==> config.mk <==
export PLATFORM = sky130hd
export DESIGN_NAME = weapon_anim_sequencer
export DESIGN_NICKNAME = d
export VERILOG_FILES = /design/src/rtl/weapon_pkg.sv /design/src/rtl/vblank_tick.sv /design/src/rtl/weapon_anim_sequencer.sv
export SDC_FILE = /design/constraint.sdc
export NUM_CORES = 1
export LEC_CHECK = 0
export ABC_AREA = 1
export CORE_AREA = 2 2 62 64
export CTS_CLUSTER_SIZE = 20
export DETAILED_ROUTE_END_ITERATION = 16
export DIE_AREA = 0 0 64 66
export PLACE_DENSITY = 0.85
export SYNTH_ARGS = -nofsm -noshare
export SYNTH_HDL_FRONTEND = slang
export SYNTH_HIERARCHICAL = 1
export SYNTH_SLANG_ARGS = --single-unit
==> constraint.sdc <==
create_clock -name clk -period 1.35 [get_ports clk]
set_input_delay 0.27 -clock clk [delete_from_list [all_inputs] [get_ports clk]]
set_output_delay 0.27 -clock clk [all_outputs]
set_load 0.02 [all_outputs]
==> src/rtl/weapon_pkg.sv <==
// Shared weapon encodings: FSM states, sprite frame indices, one-hot weapon_state codes.
// Latency: n/a (types and constants only).
// Backpressure: n/a.
// Port summary: none; imported by weapon_anim_sequencer and rendering_controller.
package weapon_pkg;

    typedef enum logic [1:0] {
        ST_IDLE   = 2'd0,
        ST_SHOOT1 = 2'd1,
        ST_SHOOT2 = 2'd2,
        ST_RELOAD = 2'd3
    } wstate_t;

    // Sprite frame indices driven on frame_sel; reload sprites are FRAME_RELOAD0 + sub-frame.
    localparam logic [2:0] FRAME_IDLE    = 3'd0;
    localparam logic [2:0] FRAME_SHOOT1  = 3'd1;
    localparam logic [2:0] FRAME_SHOOT2  = 3'd2;
    localparam logic [2:0] FRAME_RELOAD0 = 3'd3;

    // One-hot weapon_state codes, also decoded by rendering_controller.
    localparam logic [2:0] WS_IDLE   = 3'b001;
    localparam logic [2:0] WS_SHOOT  = 3'b010;
    localparam logic [2:0] WS_RELOAD = 3'b100;

    function automatic logic [2:0] ws_decode(input wstate_t s);
        case (s)
            ST_SHOOT1, ST_SHOOT2: return WS_SHOOT;
            ST_RELOAD:            return WS_RELOAD;
            default:              return WS_IDLE;
        endcase
    endfunction

endpackage

==> src/rtl/vblank_tick.sv <==
// Produces a one-cycle tick on the first cycle vCount equals VBLANK_LINE.
// Latency: combinational from vCount against a registered previous value.
// Backpressure: none; tick is a free-running pulse once per display frame.
// Ports: clk, reset (async active-low), vCount (current scan line), tick (start-of-vblank pulse).
module vblank_tick #(
    parameter int VBLANK_LINE = 480
) (
    input  logic       clk,
    input  logic       reset,
    input  logic [9:0] vCount,
    output logic       tick
);

    localparam logic [9:0] VB_LINE = 10'(VBLANK_LINE);

    logic [9:0] prev_vcount;

    always_ff @(posedge clk or negedge reset) begin
        if (!reset) prev_vcount <= '0;
        else        prev_vcount <= vCount;
    end

    // Rising match only: a line that sits at VBLANK_LINE for several clocks ticks once.
    assign tick = (vCount == VB_LINE) && (prev_vcount != VB_LINE);

endmodule

==> src/rtl/weapon_anim_sequencer.sv <==
// Shotgun sprite sequencer (idle/shoot/reload) with ammo ownership; updates only at start of vblank.
// Latency: a request captured in IDLE shows on outputs at the next vblank tick edge (<= 1 frame).
// Backpressure: none; requests outside IDLE are dropped, fire_ack is a one-cycle pulse.
// Ports: clk, reset (async active-low), vCount, game_active, fire_req, reload_req in;
//        frame_sel, weapon_state (one-hot), ammo, fire_ack, busy out.
module weapon_anim_sequencer
    import weapon_pkg::*;
#(
    parameter int SHOOT_FRAMES  = 6,
    parameter int RELOAD_FRAMES = 8,
    parameter int AMMO_MAX      = 8,
    parameter int AUTO_RELOAD   = 1,
    parameter int VBLANK_LINE   = 480
) (
    input  logic       clk,
    input  logic       reset,
    input  logic [9:0] vCount,
    input  logic       game_active,
    input  logic       fire_req,
    input  logic       reload_req,
    output logic [2:0] frame_sel,
    output logic [2:0] weapon_state,
    output logic [3:0] ammo,
    output logic       fire_ack,
    output logic       busy
);

    localparam logic [3:0] SHOOT_LAST  = 4'(SHOOT_FRAMES - 1);
    localparam logic [3:0] RELOAD_LAST = 4'(RELOAD_FRAMES - 1);
    localparam logic [3:0] AMMO_FULL   = 4'(AMMO_MAX);

    logic tick;

    vblank_tick #(.VBLANK_LINE(VBLANK_LINE)) u_vblank_tick (
        .clk    (clk),
        .reset  (reset),
        .vCount (vCount),
        .tick   (tick)
    );

    wstate_t    state, state_nxt;
    logic [3:0] tick_cnt, tick_cnt_nxt;
    logic [1:0] sub, sub_nxt;
    logic [3:0] ammo_nxt;
    logic [2:0] frame_sel_nxt;
    logic       fire_ack_nxt;
    logic       fire_pend, fire_pend_nxt;
    logic       reload_pend, reload_pend_nxt;
    logic       fire_now, reload_now;

    always_ff @(posedge clk or negedge reset) begin
        if (!reset) begin
            state       <= ST_IDLE;
            tick_cnt    <= '0;
            sub         <= '0;
            ammo        <= AMMO_FULL;
            frame_sel   <= FRAME_IDLE;
            fire_ack    <= 1'b0;
            fire_pend   <= 1'b0;
            reload_pend <= 1'b0;
        end else begin
            state       <= state_nxt;
            tick_cnt    <= tick_cnt_nxt;
            sub         <= sub_nxt;
            ammo        <= ammo_nxt;
            frame_sel   <= frame_sel_nxt;
            fire_ack    <= fire_ack_nxt;
            fire_pend   <= fire_pend_nxt;
            reload_pend <= reload_pend_nxt;
        end
    end

    // A request landing on the tick cycle itself is honoured rather than lost.
    assign fire_now   = fire_pend | fire_req;
    assign reload_now = reload_pend | reload_req;

    always_comb begin
        state_nxt       = state;
        tick_cnt_nxt    = tick_cnt;
        sub_nxt         = sub;
        ammo_nxt        = ammo;
        frame_sel_nxt   = frame_sel;
        fire_ack_nxt    = 1'b0;
        fire_pend_nxt   = fire_pend;
        reload_pend_nxt = reload_pend;

        if (state == ST_IDLE && !tick) begin
            if (fire_req)   fire_pend_nxt   = 1'b1;
            if (reload_req) reload_pend_nxt = 1'b1;
        end

        if (tick) begin
            if (state != ST_IDLE && !game_active) begin
                // Abort: shot keeps its spent shell, reload leaves ammo as it was.
                state_nxt       = ST_IDLE;
                tick_cnt_nxt    = '0;
                sub_nxt         = '0;
                frame_sel_nxt   = FRAME_IDLE;
                fire_pend_nxt   = 1'b0;
                reload_pend_nxt = 1'b0;
            end else begin
                case (state)
                    ST_IDLE: begin
                        fire_pend_nxt   = 1'b0;
                        reload_pend_nxt = 1'b0;
                        tick_cnt_nxt    = '0;
                        sub_nxt         = '0;
                        if (game_active) begin
                            if (fire_now && ammo != 4'd0) begin
                                state_nxt     = ST_SHOOT1;
                                ammo_nxt      = ammo - 4'd1;
                                fire_ack_nxt  = 1'b1;
                                frame_sel_nxt = FRAME_SHOOT1;
                            end else if ((fire_now && ammo == 4'd0 && AUTO_RELOAD != 0) ||
                                         (reload_now && ammo < AMMO_FULL)) begin
                                state_nxt     = ST_RELOAD;
                                frame_sel_nxt = FRAME_RELOAD0;
                            end
                        end
                    end
                    ST_SHOOT1, ST_SHOOT2: begin
                        if (tick_cnt == SHOOT_LAST) begin
                            tick_cnt_nxt = '0;
                            if (state == ST_SHOOT1) begin
                                state_nxt     = ST_SHOOT2;
                                frame_sel_nxt = FRAME_SHOOT2;
                            end else begin
                                state_nxt     = ST_IDLE;
                                frame_sel_nxt = FRAME_IDLE;
                            end
                        end else begin
                            tick_cnt_nxt = tick_cnt + 4'd1;
                        end
                    end
                    ST_RELOAD: begin
                        if (tick_cnt == RELOAD_LAST) begin
                            tick_cnt_nxt = '0;
                            if (sub == 2'd3) begin
                                state_nxt     = ST_IDLE;
                                sub_nxt       = '0;
                                ammo_nxt      = AMMO_FULL;
                                frame_sel_nxt = FRAME_IDLE;
                            end else begin
                                sub_nxt       = sub + 2'd1;
                                frame_sel_nxt = FRAME_RELOAD0 + {1'b0, sub_nxt};
                            end
                        end else begin
                            tick_cnt_nxt = tick_cnt + 4'd1;
                        end
                    end
                    default: state_nxt = ST_IDLE;
                endcase
            end
        end
    end

    assign weapon_state = ws_decode(state);
    assign busy         = (state != ST_IDLE);

endmodule
==> results.cfg <==
[run_status]
status = finished with violations
violations = negative setup slack

[power]
peakVddDrop_mv = 0.658
switching_share_pct = 23.7
power_density_nw_per_um2 = 678
total_power_mw = 1.67
clkPwrFrac_pct = 33.6
p_int_mw = 1.28
p_seq_share_pct = 52.3
p_comb_share_pct = 14.1
leakagePower_nw = 1.18
p_sw_mw = 0.398

[yosys]
synth_nets = 207
syn_area_um2 = 1610
synth_cell_types = 31
synth.most_common_cell = nand2_1
synth_area_leaders = dfrtp_1 (42%), nand2_1 (8.6%), ha_1 (7.8%), inv_1 (6.1%), nand3_1 (5.6%)
syn_inst = 182
syn_avg_cell_area_um2 = 8.83
yosys.area.top_type_share_pct = 42.0
async_flop_share_pct = 100
synth_ff_type = dfrtp_1
ys_ff_latch = 28
yosysWarnings = 6
yosysSeqAreaShare_pct = 43.7
synth.top_cells.by_count = nand2_1 (37), dfrtp_1 (27), inv_1 (26), nand3_1 (18), nor2_1 (14)
synth_edf_count = 0
synth_top_cell_by_area = dfrtp_1

[die]
start_util_pct = 45.3
die-area_um2 = 4220
pin_count = 27
die_y_um = 66
core_um2 = 3550
die_x_um = 64
num_rows = 22

[timing]
finalHoldViolations = 0
worst_slew_pin_slew_ns = 0.245
slew_violations = 0
finalSetupViolations = 21
period_minus_slack_ns = 1.60
timing.final.ws_setup_ns = -0.252
skew_ns = 0.0171
fin_crit_sh_pct = 119
rsz0062_at_grt = yes
max_freq_mhz = 624
slew-limit-headroom_pct = 83.6
setup_tns_ns = -3.06

[placement]
routabilityCongestion = 0.873
hpwl_um = 2560
placed_cell_area_um2 = 2150
port_buffers = 26

[cells_and_area]
final_nets = 274
areaGrowthSynthToFinish_pct = 53.7
n_antenna_cell = 0
final_util_pct = 69.6
fin_area_um2 = 2470
drive_above_1_share_pct = 45.6

[clock_tree]
cts_tree = yes
cts_buffers = 3
insertion_delay_ns = 0.35
path_clk_slew_ns = 0.16
cts-root-buf = clkbuf_4
htreeDepth = 1
cts_buffer_depth = 2
cts_sinks = 28

[global_routing]
antenna_found_initial = 0
grt_pass1_wl_um = 6340
grt-ovfl-total = 0
grt_max_degree = 29
grt_usage_pct = 20.1
grt_pass1_vias = 1436

[worst_setup_path]
end_kind = flop
critPathLaunch = state[0]
critPathKind = reg2reg
arrival_ns = 1.86
cp_slowest_stage_delay_ns = 0.44
crit_end = ammo[0]
crit_cells = 8
reg2reg_depth = 8
crit_fanout = 7
r2r_end = ammo[0]
cp_top_family = simple AND/OR/NAND/NOR gates
required_ns = 1.61
start_kind = flop
path_cells = inv_2 -> ha_4 -> buf_8 -> nor2_4 -> nor3_4 -> nand3_4 -> nand2_2 -> o21ai_2
reg2reg_from = state[0]
r2r_setup_slack_ns = -0.25
slowest_stage = dfrtp_1
cp.buffers_inverters = 2

[drt]
ant_nets = 0
vias = 1485
via_per_inst = 5.02
wl_um = 4340
drt_iter0_markers = 86
drc_errors = 0
firstDrtPassIters = 4
wl_per_cell_um = 14.6

[job]
cap_viol_max_count = 0

[min_path]
min_path_type = in2reg
[area by class of cell]
type                       instances  area (um^2)
tap                               48         60.1
inverter                          29          129
clock inverter                     1         30.0
multi-input combinational        122          931
clock buffer                       3         22.5
sequential                        28          702
timing repair buffer              65          597
fill                             249         1080
[per-layer routing]
| metal | track usage (%) | up-vias | share of wire [%] |
|---|---|---|---|
| li1 | - | 713 | - |
| met2 | 37.6 | 40 | 58 |
| met5 | 0 | - | 0 |
| met3 | 2.90 | 11 | 3.1 |
| met1 | 21.0 | 721 | 36 |
| met4 | 12.8 | 0 | 2.5 |
[registers in the layout, indices dropped and copies added, names as in the netlist]
| name | flops |
|---|---|
| fire_ack | 1 |
| tick_cnt | 4 |
| sub | 2 |
| fire_pend | 1 |
| state | 2 |
| u_vblank_tick/prev_vcount | 10 |
| frame_sel | 3 |
| reload_pend | 1 |
| ammo | 4 |
[cells in the final DEF (no fill, tap or decap), drive strengths merged]
cell / count
xnor2: 1
clkdlybuf4s15: 2
o211ai: 1
or2: 1
xor2: 1
dfrtp: 27
clkbuf: 8
dlygate4sd2: 9
dfstp: 1
ha: 10
inv: 29
clkdlybuf4s50: 5
o22ai: 2
nor2: 21
o21ai: 11
nand2: 42
nor3: 2
buf: 44
mux2i: 1
a21oi: 3
nand3: 23
nand4: 2
bufinv: 1
o31ai: 1
[power groups by stage]
stage | registers, mW | logic [mW] | clock network [mW]
after global routing | 0.878 | 0.256 | 0.614
after global placement | 0.888 | 0.198 | 0
final | 0.876 | 0.237 | 0.563
after floorplan | 0.890 | 0.0905 | 0
after CTS | 0.873 | 0.216 | 0.561
after detailed placement | 0.889 | 0.204 | 0
[kinds of logic (layout without fill, tap and decap cells)]
kind of cell / count (synthesis) / in the layout / synth area share (%)
adders and majority gates: 10 / 10 / 7.78
DFF: 28 / 28 / 43.7
muxes: 1 / 1 / 0.623
and+or+nand+nor: 91 / 91 / 30.7
buffers and inverters: 32 / 98 / 9.34
AOI/OAI and AO/OA: 18 / 18 / 6.77
xor gates and xnor gates: 2 / 2 / 1.09
[how the worst min path moves through the flow]
stage / start / end / slack (ns) / cells after the start
2_1_floorplan: reset / ammo[0] / -0.03 / 0
3_3_place_gp: frame_sel[1] / frame_sel[1] / 0.47 / 2
3_5_place_dp: frame_sel[0] / frame_sel[0] / 0.48 / 2
4_1_cts: vCount[7] / u_vblank_tick/prev_vcount[7] / 0.16 / 1
5_1_grt: vCount[2] / u_vblank_tick/prev_vcount[2] / 0.14 / 1
6_report: vCount[7] / u_vblank_tick/prev_vcount[7] / 0.15 / 1
[through the flow]
step	worst slack [ns]	cells	hold slack (ns)
after detailed placement	-0.573	282	0.481
after floorplan	-0.0676	182	-0.0256
after CTS	-0.174	296	0.156
after global placement	-0.504	282	0.470
final	-0.252	296	0.149
after global routing	-0.341	296	0.136
[timing repair]
item | 4_1_cts | 5_1_grt
gates resized for setup | 79 | 40
setup endpoints to repair | 29 | 30
setup buffers | 11 | 5
pin swaps | 21 | 24
hold buffers | 0 | 0
hold endpoints to repair | 0 | 0
Note: power is estimated with default switching activity, not from simulation.
